### config.mk
export PLATFORM = sky130hd
export DESIGN_NAME = idft_job_sequencer
export DESIGN_NICKNAME = d
export VERILOG_FILES = /design/src/rtl/idft_job_sequencer.sv
export SDC_FILE = /design/constraint.sdc
export NUM_CORES = 1
export LEC_CHECK = 0
export ABC_AREA = 1
export CORE_MARGIN = 2
export CORE_UTILIZATION = 47
export CTS_BUF_LIST = sky130_fd_sc_hd__clkbuf_4
export CTS_CLUSTER_DIAMETER = 80
export DETAILED_ROUTE_END_ITERATION = 10
export HOLD_SLACK_MARGIN = 0.06
export PLACE_DENSITY = 0.76
export SYNTH_ARGS = -nofsm -noshare
export SYNTH_HDL_FRONTEND = slang
export SYNTH_SLANG_ARGS = --single-unit
### constraint.sdc
create_clock -name clk -period 13.34 [get_ports clk]
set_input_delay 2.668 -clock clk [delete_from_list [all_inputs] [get_ports clk]]
set_output_delay 2.668 -clock clk [all_outputs]
set_load 0.05 [all_outputs]
### src/rtl/idft_job_sequencer.sv
// Wishbone B3 master that runs one IDFT job: load DIN, start, poll STAT, unload DOUT.
// Define IDFT_SEQ_TIMEOUT_EN to abort after POLL_TIMEOUT unsuccessful STAT reads.
module idft_job_sequencer #(
  parameter int                    ADDR_WIDTH   = 32,
  parameter int                    DATA_WIDTH   = 32,
  parameter int                    LEN_WIDTH    = 8,
  parameter int                    MAX_POINTS   = 64,
  parameter logic [ADDR_WIDTH-1:0] IDFT_BASE    = 32'h7000_0000,
  parameter int                    POLL_TIMEOUT = 1024
) (
  input  logic                    clk,
  input  logic                    rst_sys,
  input  logic                    job_valid,
  output logic                    job_ready,
  input  logic [ADDR_WIDTH-1:0]   job_src,
  input  logic [ADDR_WIDTH-1:0]   job_dst,
  input  logic [LEN_WIDTH-1:0]    job_len,
  output logic                    busy,
  output logic                    done_valid,
  output logic                    done_err,
  output logic [ADDR_WIDTH-1:0]   wbm_adr_o,
  output logic [DATA_WIDTH-1:0]   wbm_dat_o,
  output logic [DATA_WIDTH/8-1:0] wbm_sel_o,
  output logic                    wbm_cyc_o,
  output logic                    wbm_stb_o,
  output logic                    wbm_we_o,
  output logic [2:0]              wbm_cti_o,
  output logic [1:0]              wbm_bte_o,
  input  logic [DATA_WIDTH-1:0]   wbm_dat_i,
  input  logic                    wbm_ack_i,
  input  logic                    wbm_err_i,
  input  logic                    wbm_rty_i
);

  typedef enum logic [2:0] {
    S_IDLE, S_LD_RD, S_LD_WR, S_START, S_POLL, S_ST_RD, S_ST_WR, S_DONE
  } state_t;

  state_t                state_q;
  logic                  gap_q, cyc_q, we_q, err_q;
  logic                  done_valid_q, done_err_q, job_ready_q;
  logic [ADDR_WIDTH-1:0] adr_q, src_q, dst_q;
  logic [DATA_WIDTH-1:0] dat_q, word_q;
  logic [LEN_WIDTH-1:0]  len_q;
  logic [LEN_WIDTH:0]    i_q;

  logic [LEN_WIDTH:0]    i_d;
  logic                  last_word;
  logic [ADDR_WIDTH-1:0] ofs, acc_adr_d;
  logic [DATA_WIDTH-1:0] acc_dat_d;
  logic                  acc_we_d;
  logic                  poll_expired;

  // Access descriptor for the current state; loaded onto the bus when the idle gap ends
  always_comb begin
    i_d       = i_q + 1'b1;
    last_word = (i_d == {1'b0, len_q});
    ofs       = ADDR_WIDTH'({i_q, 2'b00});
    acc_we_d  = 1'b0;
    acc_dat_d = word_q;
    acc_adr_d = src_q + ofs;
    case (state_q)
      S_LD_WR: begin acc_we_d = 1'b1; acc_adr_d = IDFT_BASE; end
      S_START: begin
        acc_we_d  = 1'b1;
        acc_adr_d = IDFT_BASE + ADDR_WIDTH'(4);
        acc_dat_d = DATA_WIDTH'(1);
      end
      S_POLL:  acc_adr_d = IDFT_BASE + ADDR_WIDTH'(8);
      S_ST_RD: acc_adr_d = IDFT_BASE + ADDR_WIDTH'(12);
      S_ST_WR: begin acc_we_d = 1'b1; acc_adr_d = dst_q + ofs; end
      default: ;
    endcase
  end

`ifdef IDFT_SEQ_TIMEOUT_EN
  localparam int PCW = $clog2(POLL_TIMEOUT + 1);
  logic [PCW-1:0] poll_cnt_q;

  always_ff @(posedge clk or posedge rst_sys) begin
    if (rst_sys)
      poll_cnt_q <= '0;
    else if (state_q == S_START)
      poll_cnt_q <= '0;
    else if (state_q == S_POLL && !gap_q && cyc_q && !wbm_err_i && wbm_ack_i)
      poll_cnt_q <= poll_cnt_q + 1'b1;
  end

  assign poll_expired = ((poll_cnt_q + 1'b1) == PCW'(POLL_TIMEOUT));
`else
  assign poll_expired = 1'b0;
`endif

  always_ff @(posedge clk or posedge rst_sys) begin
    if (rst_sys) begin
      state_q      <= S_IDLE;
      gap_q        <= 1'b0;
      cyc_q        <= 1'b0;
      we_q         <= 1'b0;
      err_q        <= 1'b0;
      done_valid_q <= 1'b0;
      done_err_q   <= 1'b0;
      job_ready_q  <= 1'b1;
      adr_q        <= '0;
      dat_q        <= '0;
      src_q        <= '0;
      dst_q        <= '0;
      word_q       <= '0;
      len_q        <= '0;
      i_q          <= '0;
    end else begin
      case (state_q)
        S_IDLE: begin
          if (done_valid_q) begin
            done_valid_q <= 1'b0;
            done_err_q   <= 1'b0;
            job_ready_q  <= 1'b1;
          end else if (job_valid && job_ready_q) begin
            job_ready_q <= 1'b0;
            src_q       <= job_src;
            dst_q       <= job_dst;
            len_q       <= job_len;
            i_q         <= '0;
            err_q       <= 1'b0;
            if (job_len == '0) begin
              state_q <= S_DONE;
            end else if (int'(job_len) > MAX_POINTS) begin
              err_q   <= 1'b1;
              state_q <= S_DONE;
            end else begin
              state_q <= S_LD_RD;
              cyc_q   <= 1'b1;
              we_q    <= 1'b0;
              adr_q   <= job_src;
            end
          end
        end
        S_DONE: begin
          state_q      <= S_IDLE;
          done_valid_q <= 1'b1;
          done_err_q   <= err_q;
        end
        default: begin
          if (gap_q) begin
            gap_q <= 1'b0;
            cyc_q <= 1'b1;
            adr_q <= acc_adr_d;
            dat_q <= acc_dat_d;
            we_q  <= acc_we_d;
          end else if (wbm_err_i) begin
            cyc_q   <= 1'b0;
            we_q    <= 1'b0;
            err_q   <= 1'b1;
            state_q <= S_DONE;
          end else if (wbm_ack_i) begin
            cyc_q <= 1'b0;
            we_q  <= 1'b0;
            gap_q <= 1'b1;
            case (state_q)
              S_LD_RD: begin word_q <= wbm_dat_i; state_q <= S_LD_WR; end
              S_LD_WR: begin i_q <= i_d; state_q <= last_word ? S_START : S_LD_RD; end
              S_START: state_q <= S_POLL;
              S_POLL: begin
                if (wbm_dat_i[0]) begin
                  i_q     <= '0;
                  state_q <= S_ST_RD;
                end else if (poll_expired) begin
                  err_q   <= 1'b1;
                  gap_q   <= 1'b0;
                  state_q <= S_DONE;
                end
              end
              S_ST_RD: begin word_q <= wbm_dat_i; state_q <= S_ST_WR; end
              S_ST_WR: begin
                i_q <= i_d;
                if (last_word) begin
                  gap_q   <= 1'b0;
                  state_q <= S_DONE;
                end else begin
                  state_q <= S_ST_RD;
                end
              end
              default: ;
            endcase
          end else if (wbm_rty_i) begin
            // same state and index, so the gap reloads an identical access
            cyc_q <= 1'b0;
            we_q  <= 1'b0;
            gap_q <= 1'b1;
          end
        end
      endcase
    end
  end

  assign job_ready  = job_ready_q;
  assign busy       = (state_q != S_IDLE);
  assign done_valid = done_valid_q;
  assign done_err   = done_err_q;
  assign wbm_adr_o  = adr_q;
  assign wbm_dat_o  = dat_q;
  assign wbm_sel_o  = '1;
  assign wbm_cyc_o  = cyc_q;
  assign wbm_stb_o  = cyc_q;
  assign wbm_we_o   = we_q;
  assign wbm_cti_o  = 3'b000;
  assign wbm_bte_o  = 2'b00;

endmodule

==> results.md <==
* H-tree depth at 4
* Cells after synthesis at 1,194
* # IOs at 190
* Pwr per Cell Area at 244 nW/um^2
* Final min period at 5.21 ns
* Antenna violations before repair at 2
* Core area at 20,300 um^2
* Clock slew at reported path FFs at 0.17 ns
* Fin area at 12,000 um^2
* Slew of the pin with the lowest slew margin at 1.06 ns
* Int Pwr at 0.00148 W
* Endpoint, Worst Hold: src_q[0]
* CTS buffer count at 17
* Synthesized area at 9740 um^2
* # hold bufs at CTS at 0
* Nets at 1,473
* Setup bufs post-CTS at 0
* Comb pwr share at 0.544
* Worst Hold Path Cells at 2
* Antenna Violating Nets Remaining at 0
* RSZ-0062 raised after global routing: no
* Multi-input gate area at 4290 um^2
* Total track usage at 0.243
* Vias per cell at 5.26
* Ys Warns at 0
* FF-to-FF Start: state_q[1]
* 1st-iter DRT viols at 634
* Die W at 148 um
* Setup CP Type: reg2out
* Sw Share at 0.494
* GRT overflow at 0
* # setup viols final at 0
* Fin cells at 1,636
* Post-route DRC at 0
* CP delay by family, top: buffers and inverters
* Most frequent cells in the layout: 294 x nand2_1, 186 x dfrtp_1, 180 x clkdlybuf4s50_1, 126 x inv_1, 109 x o21ai_0
* Kind of end point of the critical path: output pin
* Filler cells at 1,844
* Vias in the first global route at 8,246
* Final period utilization at 0.390
* First-pass GRT wire length at 42,400 um
* Yosys cell types at 47
* Layout area overhead at 23.3%
* CTS tree: done
* Initial Utilization at 0.480
* Status: finished clean
* Hold Vio Cnt, Final at 0
* Fmax achieved at 192 MHz
* # resized after CTS at 0
* Root buf cell: clkbuf_4
* Pin count of the biggest net entering global routing at 121
* Setup tns final at 0 ns
* Rows at 52
* Slowest Stage Delay on Critical Path at 0.83 ns
* Commonest non-fill, non-tap cell in the layout: nand2_1
* DRT Wirelength at 26,100 um
* Slowest CP cell: clkdlybuf4s50_1
* Share of layout cells above drive strength 1 at 0.103
* Post-DP Area at 11,700 um^2
* Ys flop type: dfrtp_1
* Crit path required time at 10.67 ns
* First-pass iteration count of the detailed router at 8
* Latest clock arrival within the worst-skew pair at 0.62 ns
* Dpl hpwl at 18,400 um
* Mapped Avg Cell Area at 8.16 um^2
* WP data arrival at 2.54 ns
* Fin Hold WS at 0.496 ns
* R2R cell count at 12
* GPL Wtd Cong at 0.880
* Final setup skew at 0.0168 ns
* Placed Cells incl. Taps at 1,603
* Sequence of cells on the critical path: inv_2 > nand2_1 > clkdlybuf4s50_1
* FF/Latch Area at 4680 um^2
* Worst vdd ir at 0.145 mV
* Relative slew slack at 0.292
* Die height at 148 um
* Per-cell routed wire length at 15.9 um
* Max Slew Vio Count at 0
* Hold path start: src_q[0]
* Reg2reg setup slack at 9.74 ns
* Sequential area share after synthesis at 0.481
* Max Cap Viol at 0
* Worst Hold Class: reg2reg
* Max Buffers Root-to-Sink at 2
* Crit path buffers/inverters at 2
* P_leak at 5.86 nW
* Crit Path Max Fanout at 12
* Number of flops mapped to enable cells by yosys at 0
* Ys async rst share at 1.00
* Register share of total power at 0.339
* Port-buffer cells at 180
* Clock power share at 0.117
* Routed via count at 8,613
* #FFs+latches synth at 187
* Startpoint Class: flip-flop
* P_sw at 0.00145 W
* Num Clock Sinks at 187
* Endpoint of the worst register-to-register path: state_q[2]
* Die area at 21,900 um^2
==> state kept, by name, summed over array words and instances, names as in the netlist, 3 cells and up <==
register and count:
len_q 8, dst_q 32, word_q 32, src_q 32, i_q 9, state_q 3
wbm_adr_o 32, wbm_dat_o 32
==> Yosys cell counts, drive strengths merged, types with 2 or more instances <==
master | n | area [um^2]
nand2 | 305 | 1170
dfrtp | 186 | 4650
inv | 134 | 503
o21ai | 121 | 628
nor2 | 116 | 485
nand3 | 98 | 503
mux2 | 56 | 631
a21oi | 39 | 195
buf | 31 | 199
clkbuf | 26 | 97.6
nand4 | 14 | 93.8
a21boi | 11 | 82.6
ha | 10 | 125
o22ai | 8 | 50.1
a22oi | 6 | 45.0
nand3b | 6 | 45.0
xor2 | 4 | 35.0
nor3 | 3 | 15.0
a21o | 2 | 15.0
a31o | 2 | 17.5
conb | 2 | 7.51
o21bai | 2 | 15.0
o31ai | 2 | 15.0
==> power groups by stage <==
| stage | sequential [W] | combinational (W) | clock, W |
|---|---|---|---|
| finish | 0.000993 | 0.00159 | 0.000341 |
| global route | 0.00103 | 0.00175 | 0.000366 |
| CTS | 0.000992 | 0.00159 | 0.000346 |
| detailed placement | 0.00100 | 0.00158 | 0 |
| global placement | 0.000996 | 0.00155 | 0 |
| floorplan | 0.00126 | 0.000850 | 0 |
==> per-layer routing <==
metal / up-vias / wire length (um) / track usage
met5: - / 14 / 0
met4: 2 / 770 / 0.0905
met3: 57 / 2450 / 0.0731
met2: 335 / 11500 / 0.370
met1: 4048 / 11300 / 0.329
li1: 4171 / - / -
==> cell families (layout without fill, tap and decap cells) <==
logic type | after synthesis | count (layout) | synth area share
AOI/OAI and AO/OA | 196 | 196 | 0.112
xor gates and xnor gates | 5 | 5 | 0.00450
adders and majority gates | 11 | 11 | 0.0149
buffers and inverters | 192 | 356 | 0.0825
DFF | 187 | 187 | 0.481
muxes | 56 | 56 | 0.0647
other | 2 | 10 | 0.000771
and+or+nand+nor | 545 | 545 | 0.240
==> through the flow <==
| stage | worst slack (ns) | power [W] | utilization |
|---|---|---|---|
| after detailed placement | 7.96 | 0.00258 | 0.576 |
| after floorplan | 5.59 | 0.00211 | - |
| final | 8.13 | 0.00292 | 0.592 |
| after global routing | 8.04 | 0.00314 | 0.592 |
| after CTS | 8.14 | 0.00293 | 0.591 |
| after global placement | 8.06 | 0.00255 | 0.576 |
==> layout make-up <==
type                    instances  share of cell area
clock inverters                15              0.0158
well taps                     270              0.0281
inverters                     135              0.0426
flip-flops and latches        187               0.390
multi-input cells             822               0.357
clock buffers                  17              0.0106
repair buffers                189               0.156
diodes                          1            0.000208
==> worst max path at each step <==
stage,end,start,cells after the start,slack (ns)
floorplan,done_err,rst_sys,1,5.59
global placement,i_q[3],job_valid,9,8.06
detailed placement,i_q[7],job_valid,9,7.96
CTS,busy,state_q[2],3,8.14
global route,busy,state_q[2],3,8.04
finish,busy,state_q[2],3,8.13
==> worst register-to-register path, cell delays in order (launching register included) <==
cell     delay [ns]
dfrtp_1        0.55
nor2_1         0.31
nand2_1        0.20
buf_4          0.29
inv_2          0.41
nor2_1         0.11
inv_1          0.78
nor2_1         0.16
a31o_2         0.29
nor2_4         0.11
inv_1          0.07
nor2_1         0.13
a22oi_1        0.08
Note: power is estimated with default switching activity, not from simulation.
